===== config.mk =====
export PLATFORM = sky130hd
export DESIGN_NAME = truth_table_sequencer
export DESIGN_NICKNAME = d
export VERILOG_FILES = /design/src/rtl/ttseq_pkg.sv /design/src/rtl/ttseq_settle_timer.sv /design/src/rtl/truth_table_sequencer.sv
export SDC_FILE = /design/constraint.sdc
export NUM_CORES = 1
export LEC_CHECK = 0
export ABC_AREA = 1
export BUFFER_PORTS_ARGS = -buffer_cell sky130_fd_sc_hd__buf_2
export CAP_MARGIN = 10
export CORE_ASPECT_RATIO = 1.75
export CORE_MARGIN = 1.5
export CORE_UTILIZATION = 40
export CTS_BUF_LIST = sky130_fd_sc_hd__clkbuf_4 sky130_fd_sc_hd__clkbuf_8 sky130_fd_sc_hd__clkbuf_16
export DETAILED_ROUTE_END_ITERATION = 8
export GPL_TIMING_DRIVEN = 0
export PLACE_DENSITY_LB_ADDON = 0.15
export SLEW_MARGIN = 20
export SYNTH_ARGS = -nofsm -noshare
export SYNTH_HDL_FRONTEND = slang
export SYNTH_HIERARCHICAL = 1
export SYNTH_SLANG_ARGS = --single-unit
export TNS_END_PERCENT = 50

===== constraint.sdc =====
create_clock -name clk -period 4.15 [get_ports clk]
set_input_delay 0 -clock clk [delete_from_list [all_inputs] [get_ports clk]]
set_output_delay 0 -clock clk [all_outputs]
set_load 0.005 [all_outputs]

===== src/rtl/ttseq_pkg.sv =====
// Shared definitions for the truth-table sequencer: FSM state encoding and
// the width helper used to size the settle counter.
package ttseq_pkg;

  typedef enum logic [1:0] {
    TTSEQ_IDLE   = 2'd0,
    TTSEQ_SETTLE = 2'd1,
    TTSEQ_SAMPLE = 2'd2,
    TTSEQ_DONE   = 2'd3
  } ttseq_state_e;

  // Bits needed to hold values 0..v-1, never less than 1.
  function automatic int unsigned ttseq_clog2(input int unsigned v);
    int unsigned w;
    w = 1;
    while ((64'd1 << w) < 64'(v)) w++;
    return w;
  endfunction

endpackage


===== src/rtl/ttseq_settle_timer.sv =====
// Settle down-counter: loaded with SETTLE-1 when a vector's settle window
// opens, pulses expire on the last settle cycle.
module ttseq_settle_timer
  import ttseq_pkg::*;
#(
  parameter int unsigned SETTLE = 2
) (
  input  logic clk,
  input  logic rst_n,
  input  logic load,
  input  logic en,
  output logic expire
);

  localparam int unsigned CW = ttseq_clog2(SETTLE);

  logic [CW-1:0] cnt_q, cnt_d;

  always_comb begin
    cnt_d = cnt_q;
    if (load) begin
      cnt_d = CW'(SETTLE - 1);
    end else if (en && (cnt_q != '0)) begin
      cnt_d = cnt_q - CW'(1);
    end
  end

  always_ff @(posedge clk or negedge rst_n) begin
    if (!rst_n) begin
      cnt_q <= '0;
    end else begin
      cnt_q <= cnt_d;
    end
  end

  // Expiring at 1 rather than 0 gives exactly SETTLE-1 cycles in SETTLE.
  assign expire = en && (cnt_q == CW'(1));

endmodule


===== src/rtl/truth_table_sequencer.sv =====
// Walks every input vector of an N_IN-input gate, samples its output after
// SETTLE cycles and scores it against a truth table. Optional first-failure
// report: define TTSEQ_FIRST_FAIL_EN. The table input is named `expected`
// because `expect` is a reserved word.
module truth_table_sequencer
  import ttseq_pkg::*;
#(
  parameter int unsigned N_IN   = 2,
  parameter int unsigned SETTLE = 2
) (
  input  logic                  clk,
  input  logic                  rst_n,
  input  logic                  start,
  input  logic [2**N_IN-1:0]    expected,
  output logic [N_IN-1:0]       stim,
  input  logic                  dut_y,
  output logic                  busy,
  output logic                  done,
  output logic                  pass,
  output logic [N_IN:0]         err_count,
  output logic [2**N_IN-1:0]    fail_map
`ifdef TTSEQ_FIRST_FAIL_EN
  ,
  output logic [N_IN-1:0]       first_fail,
  output logic                  first_fail_vld
`endif
);

  localparam int unsigned NV = 2**N_IN;
  localparam int unsigned IW = N_IN + 1;
  localparam ttseq_state_e VEC_ENTRY = (SETTLE <= 1) ? TTSEQ_SAMPLE : TTSEQ_SETTLE;

  ttseq_state_e    state_q, state_d;
  logic [IW-1:0]   idx_q, idx_d;
  logic [NV-1:0]   exp_q, exp_d;
  logic [IW-1:0]   err_q, err_d;
  logic [NV-1:0]   fail_q, fail_d;

  logic accept, sample, last, mism, expire, tmr_load, tmr_en;

  assign accept = ((state_q == TTSEQ_IDLE) || (state_q == TTSEQ_DONE)) && start;
  assign sample = (state_q == TTSEQ_SAMPLE);
  assign last   = (idx_q == IW'(NV - 1));
  assign mism   = (dut_y !== exp_q[idx_q[N_IN-1:0]]);

  // State register
  always_ff @(posedge clk or negedge rst_n) begin
    if (!rst_n) begin
      state_q <= TTSEQ_IDLE;
    end else begin
      state_q <= state_d;
    end
  end

  // Next-state logic
  always_comb begin
    state_d = state_q;
    case (state_q)
      TTSEQ_IDLE,
      TTSEQ_DONE:   if (start) state_d = VEC_ENTRY;
      TTSEQ_SETTLE: if (expire) state_d = TTSEQ_SAMPLE;
      TTSEQ_SAMPLE: state_d = last ? TTSEQ_DONE : VEC_ENTRY;
      default:      state_d = TTSEQ_IDLE;
    endcase
  end

  // Output logic
  always_comb begin
    busy = (state_q == TTSEQ_SETTLE) || (state_q == TTSEQ_SAMPLE);
    done = (state_q == TTSEQ_DONE);
    pass = done && (err_q == '0);
  end

  assign tmr_load = (state_d == TTSEQ_SETTLE) && (state_q != TTSEQ_SETTLE);
  assign tmr_en   = (state_q == TTSEQ_SETTLE);

  ttseq_settle_timer #(.SETTLE(SETTLE)) u_timer (
    .clk    (clk),
    .rst_n  (rst_n),
    .load   (tmr_load),
    .en     (tmr_en),
    .expire (expire)
  );

  always_comb begin
    idx_d  = idx_q;
    exp_d  = exp_q;
    err_d  = err_q;
    fail_d = fail_q;
    if (accept) begin
      idx_d  = '0;
      exp_d  = expected;
      err_d  = '0;
      fail_d = '0;
    end else if (sample) begin
      if (mism) begin
        fail_d[idx_q[N_IN-1:0]] = 1'b1;
        err_d = err_q + IW'(1);
      end
      if (!last) idx_d = idx_q + IW'(1);
    end
  end

  always_ff @(posedge clk or negedge rst_n) begin
    if (!rst_n) begin
      idx_q  <= '0;
      exp_q  <= '0;
      err_q  <= '0;
      fail_q <= '0;
    end else begin
      idx_q  <= idx_d;
      exp_q  <= exp_d;
      err_q  <= err_d;
      fail_q <= fail_d;
    end
  end

  // The index stays on the last vector in DONE, so stim holds it there.
  assign stim      = idx_q[N_IN-1:0];
  assign err_count = err_q;
  assign fail_map  = fail_q;

`ifdef TTSEQ_FIRST_FAIL_EN
  logic [N_IN-1:0] ff_q, ff_d;
  logic            ff_vld_q, ff_vld_d;

  // Vectors are visited in ascending order, so the first mismatch is the lowest.
  always_comb begin
    ff_d     = ff_q;
    ff_vld_d = ff_vld_q;
    if (accept) begin
      ff_vld_d = 1'b0;
    end else if (sample && mism && !ff_vld_q) begin
      ff_d     = idx_q[N_IN-1:0];
      ff_vld_d = 1'b1;
    end
  end

  always_ff @(posedge clk or negedge rst_n) begin
    if (!rst_n) begin
      ff_q     <= '0;
      ff_vld_q <= 1'b0;
    end else begin
      ff_q     <= ff_d;
      ff_vld_q <= ff_vld_d;
    end
  end

  assign first_fail     = ff_q;
  assign first_fail_vld = ff_vld_q;
`endif

endmodule


==> key figures <==
Layout
  – Synth-to-Final Area Change: 21.8%
  – Core Util, Final: 50.9%
  – Footprint of the multi-input gates: 514 sq um
  – Fin nets: around 180
  – Finished Layout Cells: between 150 and 200
  – Layout cells sized above 1: 22.8%
  – FF/Latch Area: 425 sq um
  – # diodes: 0
  – Fill count: 258
  – Final instance area: 1250 sq um

Synth
  – Synth Warn #: 6
  – Synth Net Count: 148
  – Seq/Total Area, Yosys: 41.4%
  – Mapped cell area: about 1000 sq um
  – Unique cell type count in the Yosys netlist: 17
  – Synthesized area per cell: 7.91 sq um
  – Cell count after synthesis: 130
  – FF+latch count, synth: 17

Worst setup path
  – Crit end category: flop
  – WP data arrival: ~1.8 ns
  – CP bufs+invs: 3
  – CP startpoint kind: flop
  – Worst-path fanout max: 10
  – Worst path required time: 4.30 ns
  – Crit-path max cell delay: 0.40 ns
  – Crit Path Class: reg -> reg
  – Slowest cell on crit path: dfrtp_1
  – Crit. path cell count: 8
  – CP delay by family, top: buffers and inverters
  – Worst Reg-to-Reg Cells: 8
  – CP most frequent cell: inv_1
  – Crit-path cells: inv_1 > ha_1 > nand2_2 > inv_1 > buf_2 > nor2_1 > nand3_1 > nand2_1

Power and ir drop
  – Maximum VDD drop: 0.000341 V
  – PD cells: around 750 nW/um^2
  – Net Sw Power: about 0.42 mW
  – Clk pwr share: 13.2%
  – Internal cell power: 0.514 mW
  – Combinational Power Share: between 50% and 60%
  – Pleak: about 0.71 nW
  – Sw frac: a little under half
  – Reg power frac: about a third

Hold path
  – Tightest Hold Check Type: in -> reg
  – WHS Path Cells: 4

Timing
  – F_max: roughly 0.62 GHz
  – Worst-margin pin slew: 0.376 ns
  – Final setup violation count: 0
  – Tmin final: 1.60 ns
  – Slew Viols, Final: 0
  – RSZ-0062 raised after global routing: no
  – Final hold violation count: 0
  – Setup Skew: 0.00210 ns
  – Tcrit/Tclk final: around 39%
  – Fin Setup TNS: 0 ns
  – Rel. slew slack: 74.9%

Clock tree
  – Clock latency on the worst-skew pair: 0.25 ns
  – CTS clk-pin slew, worst paths: 0.07 ns
  – CTS Sinks: 17
  – Clk buf depth: 2
  – Total CTS buffers: 3
  – CTS tree: yes
  – Root Buffer: clkbuf_8
  – H-tree Lvls: 1
  – # Post-CTS Setup Buffers: 0
  – Hold Buf Count CTS: 5
  – Post-CTS resize count: 0

Place
  – Final GP Congestion: roughly 0.8
  – Final HPWL DP: approximately 1500 microns
  – Post-Place Cell Area: 1160 sq um
  – Port buffer count: 19
  – Placed Cells: 175

Job
  – Max_cap viols: 0

Global route
  – GRT Total Usage: 16.6%
  – Grt ovf: 0
  – Vias in the first global route: 866
  – Initial antenna violation count: 0
  – First-pass GRT wire length: 3380 microns
  – Largest net degree at the start of global routing: 18

Die
  – Die area: 2900 sq um
  – Die Wd: 41.3 microns
  – Starting Density: a little over two fifths
  – Io pins: 20
  – Die Height: 70.1 microns
  – # rows: 24
  – Core area: 2460 sq um

Routing
  – DRT Pass-1 Iters: 4
  – Via count: approximately 900
  – Vias per inst: 4.88
  – Iter 0 DRT Violations: 22
  – Detailed Route WL: between 2000 and 2500 microns
  – Routed length per placed instance: 11.1 microns
  – Drt drc: 0
  – Antenna Nets Post-Route: 0

Run status
  – Run status: finished clean
## path summary, 6_finish.rpt
| kind | slack, ns | start | to |
|---|---|---|---|
| setup reg to reg | 2.55 | state_q[0] | fail_map[2] |
| min in group asynchronous | 0.20 | rst_n | err_count[2] |
| max in group asynchronous | 3.67 | rst_n | exp_q[0] |
| hold reg to reg | 0.47 | u_timer/cnt_q | u_timer/cnt_q |
| setup / recovery | 2.55 | state_q[0] | fail_map[2] |
| hold / removal | 0.08 | start | state_q[1] |
## kinds of logic after synthesis
kind of cell	share of synthesized area, %
simple gates	32.2
buf+inv	8.64
flops	41.4
fa+ha+maj	12.2
compound gates	4.74
xor+xnor	0.852
## flip-flops by register name (all words and copies together) (netlist names)
register and flops:
exp_q 4, u_timer/cnt_q 1, fail_map 4, err_count 3
state_q 2, idx_q 3
## area by class of cell
class                      instances  area share [%]
multi-input combinational         92            41.1
sequential                        17            34.0
buffer                             4            2.00
clock inverter                     1           0.400
clock buffer                       3            3.30
inverter                          17            5.09
tap                               26            2.60
timing repair buffer              24            11.6
## layout by cell type, fill, tap and decap left out, types with 2 or more instances in the layout
| cell type | instances |
|---|---|
| nand2_1 | 30 |
| buf_2 | 21 |
| nand3_1 | 18 |
| dfrtp_1 | 17 |
| inv_1 | 16 |
| nor2_1 | 15 |
| ha_1 | 10 |
| dlygate4sd3_1 | 5 |
| o21ai_0 | 4 |
| nand2_2 | 4 |
| nand3_2 | 4 |
| a21oi_1 | 3 |
| clkbuf_8 | 3 |
| buf_4 | 2 |
## stage by stage
step	total power [mW]	hold slack [ns]	setup slack, ns
after floorplan	0.672	-0.296	2.74
after global placement	0.802	-0.0587	2.58
after detailed placement	0.818	-0.0563	2.55
after CTS	0.948	0.0803	2.54
after global routing	1.05	0.133	2.38
final	0.938	0.0803	2.55
## synthesized netlist by cell type
cell | count | share of area, %
nand3_1 | 18 | 8.8
a21oi_1 | 3 | 1.5
nand3_2 | 4 | 3.9
xnor2_1 | 1 | 0.85
dfrtp_1 | 17 | 41
buf_4 | 2 | 1.5
ha_1 | 10 | 12
inv_2 | 1 | 0.36
o211ai_1 | 1 | 0.73
nor3b_1 | 1 | 0.73
o22ai_1 | 1 | 0.61
o21ai_0 | 4 | 1.9
nor2_1 | 15 | 5.5
inv_1 | 16 | 5.8
nand2_2 | 4 | 2.4
nand2_1 | 30 | 11
buf_2 | 2 | 0.97
## power by group through the flow
stage	logic, mW	registers [mW]	clock network [mW]
after floorplan	0.376	0.296	0
after global placement	0.498	0.304	0
after detailed placement	0.513	0.305	0
after CTS	0.520	0.302	0.127
after global routing	0.603	0.314	0.134
final	0.513	0.301	0.124
## worst reg2reg max path, stage by stage, from the launching register on
cell and delay (ns):
dfrtp_1 0.40, inv_1 0.08, ha_1 0.36, nand2_2 0.13
inv_1 0.11, buf_2 0.22, nor2_1 0.06, nand3_1 0.08
nand2_1 0.06
## metal layers
metal / part of all wire (%) / global-route usage, % / vias to the layer above
li1: - / - / 467
met1: 41 / 17.2 / 410
met2: 55 / 30.0 / 16
met3: 2.5 / 1.90 / 4
met4: 1.3 / 6.45 / 0
met5: 0 / 0 / -
Power figures use the tool's default switching activity.
